**config.mk**
```make
export PLATFORM = sky130hd
export DESIGN_NAME = shell_judge
export DESIGN_NICKNAME = d
export VERILOG_FILES = /design/src/rtl/shell_pkg.sv /design/src/rtl/shell_judge_fire_gate.sv /design/src/rtl/shell_judge.sv
export SDC_FILE = /design/constraint.sdc
export NUM_CORES = 1
export LEC_CHECK = 0
export CORE_UTILIZATION = 45
export CTS_CLUSTER_DIAMETER = 40
export DETAILED_ROUTE_END_ITERATION = 12
export HOLD_SLACK_MARGIN = 0.02
export MAX_ROUTING_LAYER = met4
export PLACE_DENSITY = 0.91
export SYNTH_ARGS = -nofsm -noshare
export SYNTH_HDL_FRONTEND = slang
export SYNTH_SLANG_ARGS = --single-unit
```
**constraint.sdc**
```tcl
create_clock -name clk -period 3.44 [get_ports clk]
set_input_delay 0.516 -clock clk [delete_from_list [all_inputs] [get_ports clk]]
set_output_delay 0.516 -clock clk [all_outputs]
set_load 0.005 [all_outputs]
```
**src/rtl/shell_pkg.sv**
```systemverilog
// Shared constants and types for the shell judge.
// Field size, scan states and winner codes live here.
package shell_pkg;

    localparam int unsigned FIELD_W = 40;
    localparam int unsigned FIELD_H = 30;

    typedef enum logic [1:0] {
        S_IDLE,
        S_REQ,
        S_CHK,
        S_DONE
    } scan_e;

    localparam logic [1:0] WIN_NONE = 2'b00;
    localparam logic [1:0] WIN_T1   = 2'b01;
    localparam logic [1:0] WIN_T2   = 2'b10;
    localparam logic [1:0] WIN_DRAW = 2'b11;

    function automatic logic in_field(logic [5:0] x, logic [5:0] y);
        return (x < 6'(FIELD_W)) && (y < 6'(FIELD_H));
    endfunction

    function automatic logic [1:0] pick_winner(logic dead1, logic dead2);
        logic [1:0] w;
        w = WIN_NONE;
        if (dead1 && dead2) w = WIN_DRAW;
        else if (dead1)     w = WIN_T2;
        else if (dead2)     w = WIN_T1;
        return w;
    endfunction

endpackage

```
**src/rtl/shell_judge_fire_gate.sv**
```systemverilog
// Per-tank fire permission with a post-acceptance cooldown.
// The counter is loaded the cycle after a fire is accepted.
module fire_gate #(
    parameter logic [19:0] COOLDOWN = 20'd2000000
) (
    input  logic clk,
    input  logic rst_n,
    input  logic fire_i,
    input  logic avail_i,
    input  logic halt_i,
    output logic give_o
);

    localparam logic [19:0] RELOAD = (COOLDOWN == 20'd0) ? 20'd0
                                                         : COOLDOWN - 20'd1;

    logic [19:0] cnt_q, cnt_d;
    logic        pend_q, pend_d;
    logic        take;

    assign give_o = (cnt_q == 20'd0) && !pend_q && !halt_i && avail_i;
    assign take   = fire_i && give_o;

    always_comb begin
        pend_d = take;
        cnt_d  = cnt_q;
        if (pend_q)
            cnt_d = RELOAD;
        else if (cnt_q != 20'd0)
            cnt_d = cnt_q - 20'd1;
    end

    always_ff @(posedge clk) begin
        if (!rst_n) begin
            cnt_q  <= 20'd0;
            pend_q <= 1'b0;
        end else begin
            cnt_q  <= cnt_d;
            pend_q <= pend_d;
        end
    end

endmodule

```
**src/rtl/shell_judge.sv**
```systemverilog
// Shell collision judge: scans ten shells against field edge,
// enemy tank and wall map; tracks lives, game over and winner.
module shell_judge
    import shell_pkg::*;
#(
    parameter logic [19:0] COOLDOWN   = 20'd2000000,
    parameter logic [1:0]  LIVES_INIT = 2'd3
) (
    input  logic        clk,
    input  logic        rst_n,
    input  logic        fire_1,
    input  logic        fire_2,
    input  logic [29:0] shell_1_x_pos,
    input  logic [29:0] shell_1_y_pos,
    input  logic [29:0] shell_2_x_pos,
    input  logic [29:0] shell_2_y_pos,
    input  logic [4:0]  valid_1_shell,
    input  logic [4:0]  valid_2_shell,
    input  logic [5:0]  tank_1_x_pos,
    input  logic [5:0]  tank_1_y_pos,
    input  logic [5:0]  tank_2_x_pos,
    input  logic [5:0]  tank_2_y_pos,
    output logic [5:0]  map_x,
    output logic [5:0]  map_y,
    input  logic        map_wall,
    output logic [4:0]  vanish_1,
    output logic [4:0]  vanish_2,
    output logic        valid_give_shell_1,
    output logic        valid_give_shell_2,
    output logic        hit_1,
    output logic        hit_2,
    output logic [1:0]  lives_1,
    output logic [1:0]  lives_2,
    output logic        game_over,
    output logic [1:0]  winner
);

    scan_e       state_q, state_d;
    logic [3:0]  idx_q, idx_d;
    logic [5:0]  mapx_q, mapy_q;
    logic [1:0]  lives1_q, lives2_q;
    logic        go_q;
    logic [1:0]  win_q;

    logic [9:0]  busy_all;
    logic [59:0] sx_all, sy_all;
    logic [5:0]  base;
    logic [5:0]  cur_x, cur_y;
    logic        cur_busy;
    logic        last_idx;
    logic        from_t1;
    logic [5:0]  enemy_x, enemy_y;
    logic        req_busy;
    logic [9:0]  van;

    assign busy_all = ~{valid_2_shell, valid_1_shell};
    assign sx_all   = {shell_2_x_pos, shell_1_x_pos};
    assign sy_all   = {shell_2_y_pos, shell_1_y_pos};
    assign base     = {idx_q, 2'b00} + {1'b0, idx_q, 1'b0};
    assign cur_x    = sx_all[base +: 6];
    assign cur_y    = sy_all[base +: 6];
    assign cur_busy = busy_all[idx_q];
    assign last_idx = (idx_q == 4'd9);
    assign from_t1  = (idx_q < 4'd5);
    assign enemy_x  = from_t1 ? tank_2_x_pos : tank_1_x_pos;
    assign enemy_y  = from_t1 ? tank_2_y_pos : tank_1_y_pos;
    assign req_busy = (state_q == S_REQ) && cur_busy;

    always_ff @(posedge clk) begin
        if (!rst_n) begin
            state_q <= S_IDLE;
            idx_q   <= 4'd0;
        end else begin
            state_q <= state_d;
            idx_q   <= idx_d;
        end
    end

    always_comb begin
        state_d = state_q;
        idx_d   = idx_q;
        unique case (state_q)
            S_IDLE: begin
                state_d = S_REQ;
                idx_d   = 4'd0;
            end
            S_REQ: begin
                if (cur_busy)
                    state_d = S_CHK;
                else if (last_idx)
                    state_d = S_DONE;
                else
                    idx_d = idx_q + 4'd1;
            end
            S_CHK: begin
                if (last_idx) begin
                    state_d = S_DONE;
                end else begin
                    state_d = S_REQ;
                    idx_d   = idx_q + 4'd1;
                end
            end
            S_DONE: state_d = S_IDLE;
            default: state_d = S_IDLE;
        endcase
    end

    // CHK judges the address latched in REQ; map_wall belongs to it
    always_comb begin
        van   = 10'd0;
        hit_1 = 1'b0;
        hit_2 = 1'b0;
        map_x = mapx_q;
        map_y = mapy_q;
        if (req_busy) begin
            map_x = cur_x;
            map_y = cur_y;
        end
        if (state_q == S_CHK && rst_n) begin
            if (!in_field(mapx_q, mapy_q)) begin
                van[idx_q] = 1'b1;
            end else if (mapx_q == enemy_x && mapy_q == enemy_y) begin
                van[idx_q] = 1'b1;
                hit_2      = from_t1 && !go_q;
                hit_1      = !from_t1 && !go_q;
            end else if (map_wall) begin
                van[idx_q] = 1'b1;
            end
        end
    end

    assign vanish_1 = van[4:0];
    assign vanish_2 = van[9:5];

    always_ff @(posedge clk) begin
        if (!rst_n) begin
            mapx_q   <= 6'd0;
            mapy_q   <= 6'd0;
            lives1_q <= LIVES_INIT;
            lives2_q <= LIVES_INIT;
            go_q     <= 1'b0;
            win_q    <= WIN_NONE;
        end else begin
            if (req_busy) begin
                mapx_q <= cur_x;
                mapy_q <= cur_y;
            end
            if (hit_1 && lives1_q != 2'd0)
                lives1_q <= lives1_q - 2'd1;
            if (hit_2 && lives2_q != 2'd0)
                lives2_q <= lives2_q - 2'd1;
            if (state_q == S_DONE && !go_q &&
                (lives1_q == 2'd0 || lives2_q == 2'd0)) begin
                go_q  <= 1'b1;
                win_q <= pick_winner(lives1_q == 2'd0, lives2_q == 2'd0);
            end
        end
    end

    assign lives_1   = lives1_q;
    assign lives_2   = lives2_q;
    assign game_over = go_q;
    assign winner    = win_q;

    fire_gate #(.COOLDOWN(COOLDOWN)) u_gate_1 (
        .clk     (clk),
        .rst_n   (rst_n),
        .fire_i  (fire_1),
        .avail_i (|valid_1_shell),
        .halt_i  (go_q),
        .give_o  (valid_give_shell_1)
    );

    fire_gate #(.COOLDOWN(COOLDOWN)) u_gate_2 (
        .clk     (clk),
        .rst_n   (rst_n),
        .fire_i  (fire_2),
        .avail_i (|valid_2_shell),
        .halt_i  (go_q),
        .give_o  (valid_give_shell_2)
    );

endmodule

```
Yosys cells after proc, flatten, opt, wreduce, memory -nomap -nowiden
Cells that the tools add are included.
- flip-flop bits (word level): 67
- bits in latches: 0
- memory bits (writable): 0
- memory bits (read-only): 0
- input port bits: 159
- memories: 0
- add/sub/neg operators: 6
- multipliers: 0
- divide/modulo/power cells: 0
- order comparisons: 5
- eq/ne operators: 8
- shift-type cells: 2
- multiplexer cells: 32
- bitwise gates (word level): 2
- reductions and logical operators: 42
- operators by type and width (cell ; count):
    $shiftx 60x7->6 ; 2
    $mux 20 ; 4
    $logic_not 20->1 ; 2
    $mux 10 ; 4
    $reduce_bool 20->1 ; 2
    $sub 20x1->20 const B ; 2
    $mux 6 ; 4
    $logic_and 1x1->1 ; 20
    $eq 6x6->1 ; 2
    $pmux 4 s3 ; 1
    $mux 2 ; 5
    $not 10->10 ; 1
    $reduce_or 5->1 ; 2
    $mux 1 ; 9
    $mux 4 ; 2
    $pmux 2 s4 ; 1
    $reduce_bool 2->1 ; 4
    $add 6x5->6 ; 1
    $logic_not 2->1 ; 3
    $lt 6x5->1 const B ; 1
    $lt 6x6->1 const B ; 1
    $lt 4x5->1 const B ; 1
    $add 4x1->4 const B ; 1
    $bmux 1 s4 ; 1
    15 further kinds ; 21

Logic depth before layout (Yosys ltp)
Gate-level depths: netlist of the first run.
- depth after elaboration: 8
- gate-level depth with buffers: 16
- gate-level depth less buffers: 10

Modules after synthesis
Synthesis of the first run repeated with hierarchy kept, for this count alone.
- cells, all modules: 830
- area, all modules: 7304.5 um^2
- modules (own cells, without submodules) (module ; times used ; cells each ; area each (um^2) ; sequential area each (um^2)):
    shell_judge ; 1 ; 560 ; 4952.2 ; 500.5
    fire_gate ; 2 ; 135 ; 1176.1 ; 420.4

Least setup slack after synthesis of the first run
No wires, ideal clock.
- kind: reg2out
- start: register idx_q[0]
- end: output map_x[5]
- arrival: 2.901 ns
- slack: 0.023 ns
- stages on the path, launching flop included: 13
- buffers on the path: 6
- path through: dfxtp_1 -> buf_6 -> buf_4 -> inv_1 -> clkbuf_1 -> ha_1 -> buf_2 -> buf_2 -> buf_2 -> mux4_2 -> a2111oi_0 -> a31oi_1 -> mux2_2
- cells in the longest elaborated chain, start to end: 4
- ends and longest elaborated chain (item ; line ; text):
    start, declared ; shell_judge.sv:39 ; logic [3:0] idx_q, idx_d;
    start signal, assigned ; shell_judge.sv:75 ; idx_q <= idx_d;
    branches (longest 3 deep; another with $add 6x5->6) ; n/a ;
    $mux 6 (*) ; n/a ;
    end, declared ; shell_judge.sv:23 ; output logic [5:0] map_x,
Mark *: on every way between the ends. The select of a mux whose other input is x is not followed.

Worst setup path in the final report of the first run
- start: register idx_q[0]
- end: output map_x[3]
Same word-level chain as after synthesis.

==> results of run 1 <==
worst min-delay path, delay by kind of cell (launching register included):
family	cells	cell delay [ns]
compound gates	1	0.05
flops	1	0.31
simple gates	1	0.05
through the flow:
| step | setup WS [ns] | cell area, µm² | power [mW] | utilization, % |
|---|---|---|---|---|
| 6_report | -0.3736 | 10610 | 7.951 | 72.69 |
| 5_1_grt | -0.4832 | 10610 | 8.311 | 72.69 |
| 4_1_cts | -0.09896 | 10300 | 7.404 | 70.57 |
| 3_5_place_dp | -0.2882 | 9427 | 5.950 | 64.61 |
| 3_3_place_gp | -0.2794 | 9427 | 5.806 | 64.61 |
| 2_1_floorplan | 0.02278 | 6733 | 4.462 | - |
synthesized netlist by cell type, drive strengths merged, types with 15 or more instances:
library cell	count	area (µm²)
nand2	63	239.0
mux4	59	1329
ha	21	262.8
inv	30	112.6
a31oi	21	131.4
a22oi	15	112.6
mux2i	44	440.4
clkbuf	23	86.33
dfxtp	67	1341
nor3	26	130.1
o21ai	15	75.07
a21oi	53	269.0
nor2	62	235.2
nand3	33	175.2
buf	25	143.9
xnor2	28	245.2
logic make-up (layout without fill, tap and decap cells):
| kind of cell | Yosys count | count (layout) | synth area share, % |
|---|---|---|---|
| AND/OR/NAND/NOR | 272 | 273 | 20.70 |
| multiplexers | 112 | 112 | 27.78 |
| buffers and inverters | 80 | 362 | 5.203 |
| flip-flops | 67 | 67 | 19.92 |
| adder cells (fa/ha/maj) | 22 | 22 | 4.200 |
| XOR/XNOR | 38 | 38 | 4.943 |
| AO/OA/AOI/OAI | 165 | 165 | 17.25 |
report_power, final:
| part | total [mW] | internal, mW | switching [mW] |
|---|---|---|---|
| Clock | 0.974 | 0.610 | 0.364 |
| Combinational | 5.73 | 2.88 | 2.85 |
| Sequential | 1.24 | 0.999 | 0.244 |
| Total | 7.95 | 4.49 | 3.46 |
worst paths after layout:
check                         start                      to
min          winner[0]$_SDFFE_PN0P_  winner[0]$_SDFFE_PN0P_
max           idx_q[0]$_SDFFE_PN0P_                map_x[3]
max reg2reg   idx_q[0]$_SDFFE_PN0P_    mapx_q[3]$_SDFF_PN0_
min reg2reg  winner[0]$_SDFFE_PN0P_  winner[0]$_SDFFE_PN0P_
timing repair:
item	in CTS	in global routing
cloned	1	1
setup endpoints to repair	24	24
resized for setup	125	96
pin swaps	34	29
setup buffers	22	7
state kept, by name, indices dropped and copies added (netlist names):
name,cells
mapx_q,6
lives_2,2
u_gate_1.cnt_q,20
lives_1,2
game_over,1
u_gate_2.pend_q,1
winner,2
state_q,2
idx_q,4
u_gate_2.cnt_q,20
mapy_q,6
u_gate_1.pend_q,1
layout make-up:
type                            count  share of cell area (%)
Clock buffer                       10                   2.360
Timing Repair Buffer              314                   27.68
Tap cell                          184                   2.171
Inverter                           32                   1.192
Clock inverter                      6                  0.6489
Sequential cell                    67                   12.72
Multi-Input combinational cell    610                   53.23
routing by layer:
metal  vias up  global-route usage [%]  wire length, µm  share of wire [%]
met5         -                       -                0                  0
met4         0                   21.97             2207                7.7
met3       214                   6.873             2993                 10
met2       687                   54.60            13310                 46
met1      3877                   40.32            10310                 36
li1       3468                       -                -                  -
==> qor.txt, run 1 <==
Failing checks -> negative setup slack
Max VDD drop -> 0.3996 mV
Pin count of the biggest net entering global routing -> 30
Ant diodes -> 0
Slew Limit Fails -> 0
Fin Setup TNS -> -0.8827 ns
Async set-or-reset flop fraction in the synthesized netlist -> 0%
Worst path bufs/invs -> 4
Storage cell area -> 1349 µm²
Total wire length -> 28820 µm
Post-synthesis register bit count -> 67
Core footprint -> 14590 µm²
Flop2flop setup slack -> 0.33 ns
Share of cells above drive strength 1 -> 31.57%
Vias in the first global route -> 8049
Post-DP HPWL -> 18900 µm
Post-CTS Hold Buffers -> 0
Max Fanout on Critical Path -> 5
Max incr delay on CP -> 0.65 ns
Status -> finished with violations
# DRC -> 0
Die Wd -> 124.3 µm
Total track usage -> 34.61%
Final Net Count -> 1215
RSZ-0062 raised after global routing -> true
WHS Path Cells -> 2
Synth unique cells -> 74
Final Wtd Congestion -> 0.9714
Multi-input logic area -> 5645 µm²
Syn avg cell area -> 8.906 µm²
Post-Syn Instances -> 756
Most common cell after layout, fill and taps aside -> clkdlybuf4s50_1
FP Rows -> 44
Seq/Total Area, Yosys -> 19.92%
Port bufs -> 191
Fmax -> 262.2 MHz
Worst slew pin tran -> 0.5840 ns
Most frequent cells in the layout -> clkdlybuf4s50_1 (166), buf_4 (91), dfxtp_1 (65)
GR Overflow Total -> 0
Clock slew at reported path FFs -> 0.06 ns
# setup viols final -> 8
Layout area overhead -> 57.52%
Delay-heaviest family, CP -> adder cells
Post-synth EDFFs -> 0
Final Non-Filler Cells -> 1223
Post-route ant nets -> 0
Chip height -> 124.3 µm
DR vias -> 8246
WP depth -> 12
Clock skew -> 0.008464 ns
Final period util -> 110.9%
Hold Slack -> 0.4576 ns
DRT Pass-1 Iters -> 8
Slowest CP cell -> fa_2
Fill count -> 902
Final WS setup -> -0.3736 ns
CP cell instances -> ha_4 > inv_4 > fa_2 > buf_6 > buf_8 > mux2i_1 > nor2_1 > a21oi_2 > o221ai_2 > a31oi_1 > a21oi_1 > buf_2
Placed cell count -> 1178
Depth of the worst register-to-register path -> 12
Min-Delay Path Class -> register to register
Final min period -> 3.814 ns
Main flop type after synthesis -> dfxtp_1
CTS root buf -> clkbuf_16
CP arrival -> 3.30 ns
Iter 0 DRT Violations -> 1074
Vias per cell -> 6.742
Syn Nets -> 937
Htree depth -> 3
Die area -> 15450 µm²
Crit Path Class -> register to output pin
Critical path launch point type -> register
TritonCTS clock tree -> yes
Clk sinks -> 67
Maximum buffer depth of the clock tree -> 2
Crit end category -> output pin
Fin. Hold Viols -> 0
Effective utilization at floorplan -> 46.15%
Wire length per cell -> 23.57 µm
Initial antenna violation count -> 0
Cts bufs inserted -> 9
Syn. warnings -> 0
Mapped Area -> 6733 µm²
Power per Cell Area -> 749.7 nW/µm²
First-pass GRT wire length -> 41740 µm
Crit path required time -> 2.92 ns
# IOs -> 192
Static Leak -> 4.017 nW
Max_cap viols -> 0
Slew HR -> 60.77%
Clk_lat worst skew -> 0.33 ns
No activity file was read; power rests on OpenSTA's default activity.
==> run 2, diff against run 1 <==
- CAP_MARGIN: not set -> 20
- PLACE_DENSITY: 0.91 -> 0.9
- SYNTH_HIERARCHICAL: not set -> 1
==> qor.txt, run 2 <==
Status -> finished with violations
Failing checks -> negative setup slack
Post-synth EDFFs -> 0
Most common cell after layout, fill and taps aside -> clkdlybuf4s50_1
Post-CTS Hold Buffers -> 0
Count leader, synth -> nand2_1
Final period util -> 106.5%
GR Overflow Total -> 0
Clock slew at reported path FFs -> 0.06 ns
Post-DP HPWL -> 19160 µm
# IOs -> 192
Post-Syn Instances -> 830
Die Wd -> 129.4 µm
Crit Path Class -> register to output pin
Power per Cell Area -> 799.6 nW/µm²
Synth area leader -> mux4_2
Async set-or-reset flop fraction in the synthesized netlist -> 0%
Share of cells above drive strength 1 -> 29.19%
CP arrival -> 3.15 ns
Clk_lat worst skew -> 0.33 ns
Fin. Hold Viols -> 0
Area contributors post-synth -> mux4_2 (22%), dfxtp_1 (18%), mux2i_1 (5.6%)
Port bufs -> 191
Max_cap viols -> 0
Share of the synthesized area in the top cell type -> 21.58%
Post-synthesis register bit count -> 67
Wire length per cell -> 20.26 µm
Most frequent cells in the layout -> clkdlybuf4s50_1 (168), buf_4 (95), nand2_1 (87)
Max Fanout on Critical Path -> 5
Initial antenna violation count -> 0
Main flop type after synthesis -> dfxtp_1
Synth unique cells -> 76
CTS root buf -> clkbuf_16
Max VDD drop -> 0.4728 mV
Crit end category -> output pin
Final WS setup -> -0.2219 ns
Final min period -> 3.662 ns
Critical path launch point type -> register
FP Rows -> 46
Fmax -> 273.1 MHz
Die area -> 16750 µm²
TritonCTS clock tree -> yes
Total track usage -> 32.49%
Pin count of the biggest net entering global routing -> 61
Maximum buffer depth of the clock tree -> 2
Min-Delay Path Class -> register to register
CP cell instances -> ha_2 > inv_1 > fa_2 > buf_4 > buf_4 > buf_4 > mux4_2 > a22o_1 > a21oi_2 > a21oi_1 > a22o_1 > buf_2
Final Net Count -> 1293
Final Wtd Congestion -> 0.9627
Htree depth -> 3
Iter 0 DRT Violations -> 765
DR vias -> 8575
Commonest cells in the netlist -> nand2_1 (87), nor2_1 (75), mux4_2 (70), dfxtp_1 (67), o21ai_0 (46)
Cts bufs inserted -> 9
Core footprint -> 15890 µm²
# setup viols final -> 10
Syn avg cell area -> 8.801 µm²
Layout area overhead -> 50.74%
Worst slew pin tran -> 0.6418 ns
Most used cell, CP -> buf_4
Slew Limit Fails -> 0
DRT Pass-1 Iters -> 6
Vias per cell -> 6.433
Slowest CP cell -> fa_2
Top flop regs -> u_gate_1/cnt_q x20, u_gate_2/cnt_q x20
Syn Nets -> 1011
Final Cell Area -> 11010 µm²
First-pass GRT wire length -> 41370 µm
Syn. warnings -> 6
Chip height -> 129.4 µm
Ant diodes -> 0
Clk sinks -> 67
Clock skew -> 0.004876 ns
Slew HR -> 56.82%
Post-route ant nets -> 0
Seq/Total Area, Yosys -> 18.36%
Total wire length -> 27000 µm
Final Power -> 8.804 mW
RSZ-0062 raised after global routing -> true
Max incr delay on CP -> 0.65 ns
Dpl cell area -> 9897 µm²
# DRC -> 0
Effective utilization at floorplan -> 45.98%
Static Leak -> 4.301 nW
Crit path required time -> 2.92 ns
Mapped Area -> 7305 µm²
Vias in the first global route -> 8343
-- run 2: changes by cell type after synthesis, moves of 13 or more --
| cell | delta |
|---|---|
| nand2_1 | +25 |
| o22ai_1 | +16 |
| o21ai_0 | +34 |
| xnor2_1 | -24 |
| a22oi_1 | -13 |
| nor2_1 | +14 |
-- run 2: layout make-up --
type,count,area (µm²)
Clock buffer,12,256.5
Clock inverter,4,72.57
Fill cell,1197,4875
Inverter,35,133.9
Multi-Input combinational cell,679,5922
Sequential cell,67,1348
Tap cell,216,270.3
Timing Repair Buffer,320,3008
-- run 2: what timing repair did --
action                     in CTS  in global routing
hold endpoints to repair        0                  0
setup endpoints to repair      24                 28
pin swaps                      16                 30
gates resized for setup       101                 85
setup buffers                  40                 14
gates cloned                    2                  0
-- run 2: final timing paths --
check | startpoint | cells after the start | slack [ns] | endpoint
worst max register to register | idx_q[0]$_SDFFE_PN0P_ | 17 | 0.02 | lives_2[0]$_SDFFE_PN1P_
worst max-delay path | idx_q[1]$_SDFFE_PN0P_ | 12 | -0.22 | map_x[2]
worst min register to register | winner[0]$_SDFFE_PN0P_ | 2 | 0.47 | winner[0]$_SDFFE_PN0P_
worst min-delay path | winner[0]$_SDFFE_PN0P_ | 2 | 0.47 | winner[0]$_SDFFE_PN0P_
-- run 2: logic make-up after synthesis --
group | count (synthesis) | share of synthesized area [%]
multiplexers | 118 | 28.28
AO/OA/AOI/OAI | 218 | 20.23
flip-flops | 67 | 18.36
adder cells (fa/ha/maj) | 22 | 3.871
XOR/XNOR | 5 | 0.5995
buffers and inverters | 86 | 5.618
AND/OR/NAND/NOR | 314 | 23.04
-- run 2: report_power, final --
group	total [mW]	internal (mW)	switching [mW]	leakage, nW
Combinational	6.33	3.17	3.16	3.59
Sequential	1.45	1.07	0.381	0.549
Clock	1.02	0.673	0.349	0.159
Total	8.80	4.91	3.89	4.30
-- run 2: worst max-delay path: cells and delay by family (launching register included) --
| kind | cells | cell delay (ns) |
|---|---|---|
| fa+ha+maj | 2 | 0.84 |
| compound gates | 4 | 0.78 |
| flops | 1 | 0.36 |
| mux | 1 | 0.30 |
| buf+inv | 5 | 0.54 |
-- run 2: metrics by stage --
step           instances  TNS (ns)  hold slack, ns  worst slack (ns)  utilization [%]
6_report            1333   -0.7899          0.4692           -0.2219            69.31
5_1_grt             1333    -2.139          0.4945           -0.2789            69.31
4_1_cts             1323    -1.027          0.4738           -0.1688            67.79
3_5_place_dp        1266    -1.439          0.4662           -0.1067            62.30
3_3_place_gp        1266   -0.7281          0.4527          -0.07676            62.30
2_1_floorplan        830  -0.03357          0.4600          -0.01679                -
-- run 2: per-layer routing --
metal / routed length (µm) / up-vias / GRT usage, %
met4: 1111 / 0 / 16.12
met5: 0 / - / -
met2: 14020 / 544 / 57.78
met3: 2427 / 105 / 5.367
li1: - / 3799 / -
met1: 9446 / 4127 / 34.93
